### src/rtl/noc_flit_pkg.sv
// Shared flit geometry, node-id type and TX state encoding for the PE traffic interface.
// Flit layout is {dest[3:0], payload[15:0]}, where payload is {src_id[3:0], seq[11:0]}.
package noc_flit_pkg;

  localparam int FLIT_W    = 20;
  localparam int PAYLOAD_W = 16;
  localparam int DEST_HI   = 19;
  localparam int DEST_LO   = 16;
  localparam int SEQ_W     = 12;

  typedef logic [3:0] node_id_t;

  typedef enum logic [1:0] {
    ST_IDLE = 2'd0,
    ST_SEND = 2'd1,
    ST_GAP  = 2'd2
  } tx_state_t;

  function automatic logic [FLIT_W-1:0] make_flit(
    input node_id_t         dest,
    input node_id_t         src,
    input logic [SEQ_W-1:0] seq
  );
    return {dest, src, seq};
  endfunction

endpackage

### src/rtl/pe_traffic_interface_if.sv
// Local-port link between a processing element and its router.
// The master modport is the PE side: it sees the eject stream and returned credits, and drives the inject stream.
interface pe_traffic_interface_if;
  import noc_flit_pkg::*;

  logic [FLIT_W-1:0] datain;
  logic              in_valid;
  logic              ci;
  logic [FLIT_W-1:0] dataout;
  logic              out_valid;

  modport master (
    input  datain,
    input  in_valid,
    input  ci,
    output dataout,
    output out_valid
  );

  modport slave (
    output datain,
    output in_valid,
    output ci,
    input  dataout,
    input  out_valid
  );

endinterface

### src/rtl/noc_credit_counter.sv
// Saturating credit counter. It resets full (MAX) and counts up on inc and down on dec.
// An inc while already full holds the count and raises a sticky overflow error.
module noc_credit_counter #(
  parameter  int MAX   = 4,
  localparam int CNT_W = $clog2(MAX + 1)
) (
  input  logic             clk,
  input  logic             rst,
  input  logic             inc,
  input  logic             dec,
  output logic [CNT_W-1:0] count,
  output logic             nonzero,
  output logic             overflow_err
);

  localparam logic [CNT_W-1:0] MAX_C = CNT_W'(MAX);

  logic [CNT_W-1:0] count_reg, count_next;
  logic             err_reg, err_next;

  always_comb begin
    count_next = count_reg;
    err_next   = err_reg;
    unique case ({inc, dec})
      2'b10: begin
        if (count_reg == MAX_C) begin
          err_next = 1'b1;
        end else begin
          count_next = count_reg + CNT_W'(1);
        end
      end
      2'b01: begin
        if (count_reg != '0) begin
          count_next = count_reg - CNT_W'(1);
        end
      end
      default: ;
    endcase
  end

  always_ff @(posedge clk or negedge rst) begin
    if (!rst) begin
      count_reg <= MAX_C;
      err_reg   <= 1'b0;
    end else begin
      count_reg <= count_next;
      err_reg   <= err_next;
    end
  end

  assign count        = count_reg;
  assign nonzero      = (count_reg != '0);
  assign overflow_err = err_reg;

endmodule

### src/rtl/pe_traffic_interface.sv
// PE-side companion of the router's local port. It injects credit-paced bursts of flits
// to one destination, and it captures every ejected flit's payload while counting arrivals.
module pe_traffic_interface
  import noc_flit_pkg::*;
#(
  parameter node_id_t SRC_ID  = 4'd0,
  parameter int       CREDITS = 4,
  parameter int       INJ_GAP = 0
) (
  input  logic                          clk,
  input  logic                          rst,
  pe_traffic_interface_if.master        bus,
  input  logic                          tx_start,
  input  logic [3:0]                    tx_dest,
  input  logic [7:0]                    tx_count,
  output logic                          tx_busy,
  output logic [PAYLOAD_W-1:0]          read,
  output logic [15:0]                   rx_count,
  output logic                          cred_err
);

  localparam int CRED_W = $clog2(CREDITS + 1);
  localparam int GAP_W  = (INJ_GAP > 1) ? $clog2(INJ_GAP) : 1;
  localparam logic [GAP_W-1:0] GAP_LOAD = GAP_W'((INJ_GAP > 0) ? INJ_GAP - 1 : 0);

  tx_state_t         state_reg, state_next;
  node_id_t          dest_reg, dest_next;
  logic [7:0]        remaining_reg, remaining_next;
  logic [SEQ_W-1:0]  seq_reg, seq_next;
  logic [GAP_W-1:0]  gap_reg, gap_next;
  logic [FLIT_W-1:0] dataout_reg, dataout_next;
  logic              out_valid_reg, out_valid_next;
  logic              busy_reg, busy_next;
  logic              inject;
  logic              can_send;

  logic [CRED_W-1:0]    cred_count;
  logic                 cred_nonzero;
  logic [PAYLOAD_W-1:0] read_reg;
  logic [15:0]          rx_count_reg;
  logic [CRED_W+3:0]    unused_sigs;

  noc_credit_counter #(
    .MAX (CREDITS)
  ) u_credit (
    .clk          (clk),
    .rst          (rst),
    .inc          (bus.ci),
    .dec          (inject),
    .count        (cred_count),
    .nonzero      (cred_nonzero),
    .overflow_err (cred_err)
  );

  // A credit returned on this edge can pay for this edge's injection.
  assign can_send = cred_nonzero | bus.ci;

  always_comb begin
    state_next     = state_reg;
    dest_next      = dest_reg;
    remaining_next = remaining_reg;
    seq_next       = seq_reg;
    gap_next       = gap_reg;
    dataout_next   = dataout_reg;
    out_valid_next = 1'b0;
    inject         = 1'b0;
    unique case (state_reg)
      ST_IDLE: begin
        if (tx_start && (tx_count != 8'd0)) begin
          dest_next      = tx_dest;
          remaining_next = tx_count;
          seq_next       = '0;
          state_next     = ST_SEND;
        end
      end
      ST_SEND: begin
        if (can_send) begin
          inject         = 1'b1;
          out_valid_next = 1'b1;
          dataout_next   = make_flit(dest_reg, SRC_ID, seq_reg);
          remaining_next = remaining_reg - 8'd1;
          seq_next       = seq_reg + SEQ_W'(1);
          if (remaining_reg == 8'd1) begin
            state_next = ST_IDLE;
          end else if (INJ_GAP > 0) begin
            state_next = ST_GAP;
            gap_next   = GAP_LOAD;
          end
        end
      end
      ST_GAP: begin
        if (gap_reg == '0) begin
          state_next = ST_SEND;
        end else begin
          gap_next = gap_reg - GAP_W'(1);
        end
      end
      default: state_next = ST_IDLE;
    endcase
    // Busy stays high through the cycle that presents the final flit.
    busy_next = (state_next != ST_IDLE) || inject;
  end

  always_ff @(posedge clk or negedge rst) begin
    if (!rst) begin
      state_reg     <= ST_IDLE;
      dest_reg      <= '0;
      remaining_reg <= '0;
      seq_reg       <= '0;
      gap_reg       <= '0;
      dataout_reg   <= '0;
      out_valid_reg <= 1'b0;
      busy_reg      <= 1'b0;
    end else begin
      state_reg     <= state_next;
      dest_reg      <= dest_next;
      remaining_reg <= remaining_next;
      seq_reg       <= seq_next;
      gap_reg       <= gap_next;
      dataout_reg   <= dataout_next;
      out_valid_reg <= out_valid_next;
      busy_reg      <= busy_next;
    end
  end

  always_ff @(posedge clk or negedge rst) begin
    if (!rst) begin
      read_reg     <= '0;
      rx_count_reg <= '0;
    end else if (bus.in_valid) begin
      read_reg     <= bus.datain[PAYLOAD_W-1:0];
      rx_count_reg <= rx_count_reg + 16'd1;
    end
  end

  // The PE consumes only the payload of ejected flits; the credit level itself is not needed here.
  assign unused_sigs = {bus.datain[DEST_HI:DEST_LO], cred_count};

  assign bus.dataout   = dataout_reg;
  assign bus.out_valid = out_valid_reg;
  assign tx_busy       = busy_reg;
  assign read          = read_reg;
  assign rx_count      = rx_count_reg;

endmodule

### src/flat_wrapper.sv
// flat-port wrapper written by rule: the top's interface ports become plain ports
module pe_traffic_interface_flat import noc_flit_pkg::*;
#(
  parameter node_id_t SRC_ID  = 4'd0,
  parameter int       CREDITS = 4,
  parameter int       INJ_GAP = 0
)
  (clk, rst, tx_start, tx_dest, tx_count, tx_busy, read, rx_count, cred_err, bus_datain, bus_in_valid, bus_ci, bus_dataout, bus_out_valid);
  pe_traffic_interface_if bus_i ();
  input  logic clk;
  input  logic rst;
  input  logic tx_start;
  input  logic [3:0] tx_dest;
  input  logic [7:0] tx_count;
  output logic tx_busy;
  output logic [PAYLOAD_W-1:0] read;
  output logic [15:0] rx_count;
  output logic cred_err;
  input wire logic [$bits(bus_i.datain)-1:0] bus_datain;
  input wire logic [$bits(bus_i.in_valid)-1:0] bus_in_valid;
  input wire logic [$bits(bus_i.ci)-1:0] bus_ci;
  output wire logic [$bits(bus_i.dataout)-1:0] bus_dataout;
  output wire logic [$bits(bus_i.out_valid)-1:0] bus_out_valid;
  assign bus_i.datain = bus_datain;
  assign bus_i.in_valid = bus_in_valid;
  assign bus_i.ci = bus_ci;
  assign bus_dataout = bus_i.dataout;
  assign bus_out_valid = bus_i.out_valid;
  pe_traffic_interface #(.SRC_ID(SRC_ID), .CREDITS(CREDITS), .INJ_GAP(INJ_GAP)) u_core (.clk(clk), .rst(rst), .bus(bus_i), .tx_start(tx_start), .tx_dest(tx_dest), .tx_count(tx_count), .tx_busy(tx_busy), .read(read), .rx_count(rx_count), .cred_err(cred_err));
endmodule
### config.mk
export PLATFORM = sky130hd
export DESIGN_NAME = pe_traffic_interface_flat
export DESIGN_NICKNAME = d
export VERILOG_FILES = /design/src/rtl/noc_flit_pkg.sv /design/src/rtl/pe_traffic_interface_if.sv /design/src/rtl/noc_credit_counter.sv /design/src/rtl/pe_traffic_interface.sv /design/src/flat_wrapper.sv
export SDC_FILE = /design/constraint.sdc
export NUM_CORES = 1
export LEC_CHECK = 0
export BUFFER_PORTS_ARGS = -buffer_cell sky130_fd_sc_hd__buf_2
export CAP_MARGIN = 20
export CORE_MARGIN = 2
export CORE_UTILIZATION = 53
export CTS_CLUSTER_SIZE = 25
export DETAILED_ROUTE_END_ITERATION = 16
export HOLD_SLACK_MARGIN = 0.08
export PLACE_DENSITY_LB_ADDON = 0.25
export SKIP_CTS_REPAIR_TIMING = 1
export SYNTH_ARGS = -nofsm -noshare
export SYNTH_HDL_FRONTEND = slang
export SYNTH_SLANG_ARGS = --single-unit
### constraint.sdc
create_clock -name clk -period 2.7 [get_ports clk]
set_input_delay 0.54 -clock clk [delete_from_list [all_inputs] [get_ports clk]]
set_output_delay 0.54 -clock clk [all_outputs]
set_load 0.1 [all_outputs]
# Word level (Yosys, flattened, before mapping)
# Index checks and enable logic that the tools add are counted.
# classes
n_addsub	6
muxes	17
bitwise	1
n_eq_ne	10
n_reduce_logical	13
# op_table
operator	count
$mux W12	2
$pmux W12 S2	1
$add A16 B1 Y16 const B	1
$mux W8	2
$pmux W8 S2	1
$add A12 B1 Y12 const B	1
$eq A8 B1 Y1 const B	1
$mux W2	4
$reduce_bool A8 Y1	1
$sub A8 B1 Y8 const B	1
$mux W3	2
$ne A2 B1 Y1 const B	3
$pmux W2 S3	1
$pmux W3 S2	1
$reduce_and A2 Y1	3
$reduce_and A3 Y1	2
$reduce_bool A2 Y1	3
$eq A2 B1 Y1 const B	2
$eq A2 B2 Y1 const B	2
$add A3 B1 Y3 const B	1
$eq A3 B3 Y1 const B	1
$mux W1	3
$reduce_bool A3 Y1	1
$sub A3 B1 Y3 const B	1
other kinds (6)	6
# totals
in_bits	37
elab_cells	59
register_bits	81
output_inout_bits	55

# Logic depth before layout (Yosys ltp)
# logic_depth
depth_word	7
ltp_mapped	11
depth_no_buf	9

# By module
# A second synthesis with hierarchy kept.
# hier_totals
hier_cells	349
hier_area_um2	3683.5
# modules_own_cells
module	cells_each	seq_area_each_um2	area_per_inst_um2	instances
pe_traffic_interface	317	1901.8	3392.0	1
noc_credit_counter	32	101.3	291.5	1

# Worst setup path after synthesis
# No wires, ideal clock.
# synth_timing
kind	input-to-reg
startpoint	in bus_ci
endpoint	reg u_core.u_credit.count_reg[2], in the netlist u_core.u_credit.count[2]
setup_ns	0.075
path_slack_ns	0.173
t_required_ns	2.625
t_arrival_ns	2.452
path_stages	10
cell_sequence	or4_1 buf_6 nand2_8 inv_4 clkbuf_1 ha_1 mux2_2 a21o_1 nor2_1 xor2_1
# synth_via
elab_chain_cells	6
# synth_rtl
item	line	source
start, declared	flat_wrapper.sv:21	input wire logic [$bits(bus_i.ci)-1:0] bus_ci;
$or A1 B1 Y1 (*)	pe_traffic_interface.sv:56	assign can_send = cred_nonzero | bus.ci;
$mux W1 (*)	pe_traffic_interface.sv:77	if (can_send) begin
$mux W1 (*)	pe_traffic_interface.sv:67	unique case (state_reg)
net u_core.inject	pe_traffic_interface.sv:34	logic inject;
$eq A2 B1 Y1 or $eq A2 B2 Y1 (tied branches)	noc_credit_counter.sv:24	unique case ({inc, dec})
$ne A2 B1 Y1 (no line) (tied with other cells)	n/a	
$reduce_and A3 Y1 (no line)	n/a	
end signal, assigned	noc_credit_counter.sv:46	count_reg <= count_next;
end, declared	noc_credit_counter.sv:18	logic [CNT_W-1:0] count_reg, count_next;
# Mark *: on every way through the listed nets, which the timed path passes. The rest lies on a longest branch.
# A chain may end at the register's enable or synchronous reset.

# Final worst setup path
# layout_timing
startpoint	reg u_core.u_credit.count_reg[0], in the netlist u_core.u_credit.count[0]
endpoint	reg u_core.u_credit.count_reg[2], in the netlist u_core.u_credit.count[2]
# layout_via
elab_chain_cells	7
# layout_rtl
item	line
$reduce_bool A3 Y1	noc_credit_counter.sv:33, noc_credit_counter.sv:52
$or A1 B1 Y1	pe_traffic_interface.sv:56
$mux W1	pe_traffic_interface.sv:77
$mux W1	pe_traffic_interface.sv:67
$eq A2 B1 Y1 or $eq A2 B2 Y1 (tied branches)	noc_credit_counter.sv:24
$ne A2 B1 Y1 (no line) (tied with other cells)	n/a
$reduce_and A3 Y1 (no line)	n/a
# Parallel ways exist; a longest one is shown, timed or not. The select of a mux whose other input is x is not followed.

==> results.py <==
metrics = {
    "outcome": {
        "outcome": "completed",
    },
    "critical_path": {
        "crit_fanout": 5,
        "crit_slowest_cell": "or4_1",
        "r2r-end": "u_core.u_credit.count[2]$_DFFE_PN1P_",
        "crit_path_start": "u_core.u_credit.count[0]$_DFFE_PN0P_",
        "crit_path_end_kind": "register",
        "critPathLaunchType": "register",
        "arrival_ps": 2490,
        "crit_type": "register to register",
        "required_ps": 2970,
        "reg2reg_from": "u_core.u_credit.count[0]$_DFFE_PN0P_",
        "path_cells": "or4_1 -> nand2_8 -> inv_4 -> ha_1 -> mux2_2 -> a21o_1 -> nor2_1 -> xor2_1",
        "reg2reg_slack_ps": 480,
        "critPathMaxStageDelay_ps": 610,
        "rr_worst_depth": 8,
    },
    "detailed_routing": {
        "routed_via_density": 5.297,
        "drc": 0,
        "drt_iter0_drc": 106,
        "antenna_left": 0,
        "wl_per_cell_microns": 13.95,
        "vias": 2638,
        "dr.pass1.iters": 4,
        "drt_wl_total_microns": 6949,
    },
    "pwr": {
        "p_sw_mw": 2.230,
        "clockPowerShare_pct": 20.7,
        "ir_drop_mv": 0.6515,
        "seqPwrFrac_pct": 37.3,
        "swShare_pct": 47.84,
        "p_comb_share_pct": 42.0,
        "leakage_nw": 2.133,
        "fin_total_pwr_mw": 4.661,
        "power_density_nw_per_um2": 1074,
        "power.internal_mw": 2.431,
    },
    "run": {
        "maxCapViolations": 0,
    },
    "clock_tree": {
        "htree_levels": 3,
        "clk-insertion-delay-late_ps": 340,
        "clock-sinks": 80,
        "clock_path_buffers": 2,
        "cts-buffers-inserted": 9,
        "tritoncts": "yes",
        "root_buffer": "clkbuf_8",
        "clk_pin_slew_ps": 80,
    },
    "grt": {
        "grt_max_degree": 48,
        "antenna_found_initial": 0,
        "gr-total-overflow": 0,
        "grt_pass1_wl_microns": 11500,
        "grt_usage_pct": 19.45,
        "grt_pass1_vias": 2531,
    },
    "sta": {
        "period_share_pct": 82.35,
        "fmax_mhz": 449.8,
        "setup_viol_count_final": 0,
        "min_period_ps": 2223,
        "drv_slew": 0,
        "timing.slew.headroom_pct": 30.82,
        "hold_viol": 0,
        "fin_skew_ps": 9.641,
        "timing.setup.tns_ps": 0,
        "whs_ps": 139.1,
        "setup_slack_ps": 476.5,
        "tightestPinTransition_ps": 1038,
        "rsz0062_at_grt": "no",
    },
    "synthesis": {
        "yosysUniqueCellTypes": 50,
        "ys_seq_area_share_pct": 55.34,
        "synth_flop_cell": "dfrtp_1",
        "synth-edff-count": 0,
        "syn_inst": 324,
        "syn_area_per_cell_sq_um": 11.17,
        "synth_warnings": 0,
        "ys_seq_elements": 80,
        "synth_area_sq_um": 3620,
        "async_flop_share_pct": 100.0,
    },
    "placed_design": {
        "hpwl_microns": 4937,
        "port_buffers": 83,
        "place_ws_ps": 229.2,
        "gp_congestion": 0.8257,
    },
    "cells_and_area": {
        "final_cell_mix": "buf_2, dfrtp_1, nand2_1, mux2_2",
        "fin_nets": 458,
        "n_antenna_cell": 0,
        "nFillCells": 570,
        "syn2layout_area_growth_pct": 19.91,
        "final_common_cell": "buf_2",
        "drive_gt1_share_pct": 33.73,
    },
    "die": {
        "rows": 30,
        "die-area_sq_um": 7506,
        "fp.dieH_microns": 86.64,
        "core-area_sq_um": 6719,
        "io_pins": 92,
        "initial_utilization_pct": 53.87,
        "fp.dieW_microns": 86.64,
    },
    "hold_path": {
        "hold_class": "primary input to asynchronous set/reset pin",
    },
}
## routing by layer
layer  global-route usage (%)  wire length [microns]
met5                        0                      0
met4                    9.659                    157
met3                    3.619                    243
met2                    31.26                   3323
met1                    25.34                   3225
## power groups by stage
stage	Sequential (mW)	Clock, mW	Combinational, mW
CTS	1.74	0.991	1.97
global route	1.79	1.04	2.07
detailed placement	1.76	0	1.97
finish	1.74	0.964	1.96
global placement	1.75	0	1.94
floorplan	2.80	0	0.553
## cells by family after synthesis
family	count (synthesis)	share of synthesized area [%]
other cells	1	0.1036
xor+xnor	24	5.807
fa+ha+maj	7	2.627
flops	80	55.34
mux	23	7.121
simple gates	123	17.21
buf+inv	29	4.286
compound gates	37	7.501
## through the flow
stage | utilization (%) | cells | area (sq um)
2_1_floorplan | - | 328 | 3635
3_3_place_gp | 61.34 | 483 | 4121
3_5_place_dp | 61.34 | 483 | 4121
4_1_cts | 64.60 | 498 | 4340
5_1_grt | 64.60 | 498 | 4340
6_report | 64.60 | 498 | 4340
## cells in the mapped netlist, types with 2 or more instances
cell type | instances | area share (%)
dfrtp_1 | 79 | 55
or3_1 | 3 | 0.52
buf_1 | 2 | 0.21
and3_1 | 3 | 0.52
xnor2_1 | 14 | 3.4
or4_1 | 2 | 0.41
nand2b_1 | 2 | 0.35
buf_6 | 3 | 0.93
inv_1 | 12 | 1.2
clkbuf_1 | 2 | 0.21
nor3_1 | 4 | 0.55
nand3_1 | 8 | 1.1
nor2_1 | 14 | 1.5
nor4_1 | 10 | 1.7
o21ai_0 | 10 | 1.4
ha_1 | 6 | 2.1
a21oi_1 | 10 | 1.4
buf_2 | 5 | 0.69
a211oi_1 | 3 | 0.62
nand2_1 | 57 | 5.9
buf_4 | 4 | 0.83
a31o_2 | 3 | 0.73
xor2_1 | 10 | 2.4
mux2_2 | 22 | 6.8
nand4_1 | 10 | 1.7
a311oi_1 | 2 | 0.48
## area by class of cell
cell class | instances | area, sq um | area share, %
Sequential cell | 80 | 2003 | 46.15
Tap cell | 80 | 100.1 | 2.306
Inverter | 13 | 51.30 | 1.182
Multi-Input combinational cell | 219 | 1476 | 34.02
Clock buffer | 10 | 137.6 | 3.171
Timing Repair Buffer | 91 | 490.5 | 11.30
Clock inverter | 5 | 81.33 | 1.874
## worst max-delay path by stage
stage,slack (ps),cells past startpoint,to
after floorplan,170,10,u_core.u_credit.count[2]$_DFFE_PN1P_
after global placement,250,9,u_core.u_credit.count[2]$_DFFE_PN1P_
after detailed placement,230,9,u_core.u_credit.count[2]$_DFFE_PN1P_
after CTS,470,8,u_core.u_credit.count[2]$_DFFE_PN1P_
after global routing,310,8,u_core.u_credit.count[2]$_DFFE_PN1P_
final,480,8,u_core.u_credit.count[2]$_DFFE_PN1P_
## worst max-delay path, delay by kind of cell, from the launching register on
| family | cells | cell delay [ps] |
|---|---|---|
| muxes | 1 | 270 |
| AOI/OAI and AO/OA | 1 | 210 |
| xor gates and xnor gates | 1 | 150 |
| DFF | 1 | 440 |
| adders and majority gates | 1 | 210 |
| buffers and inverters | 1 | 30 |
| and+or+nand+nor | 3 | 850 |
Power figures use the tool's default switching activity.
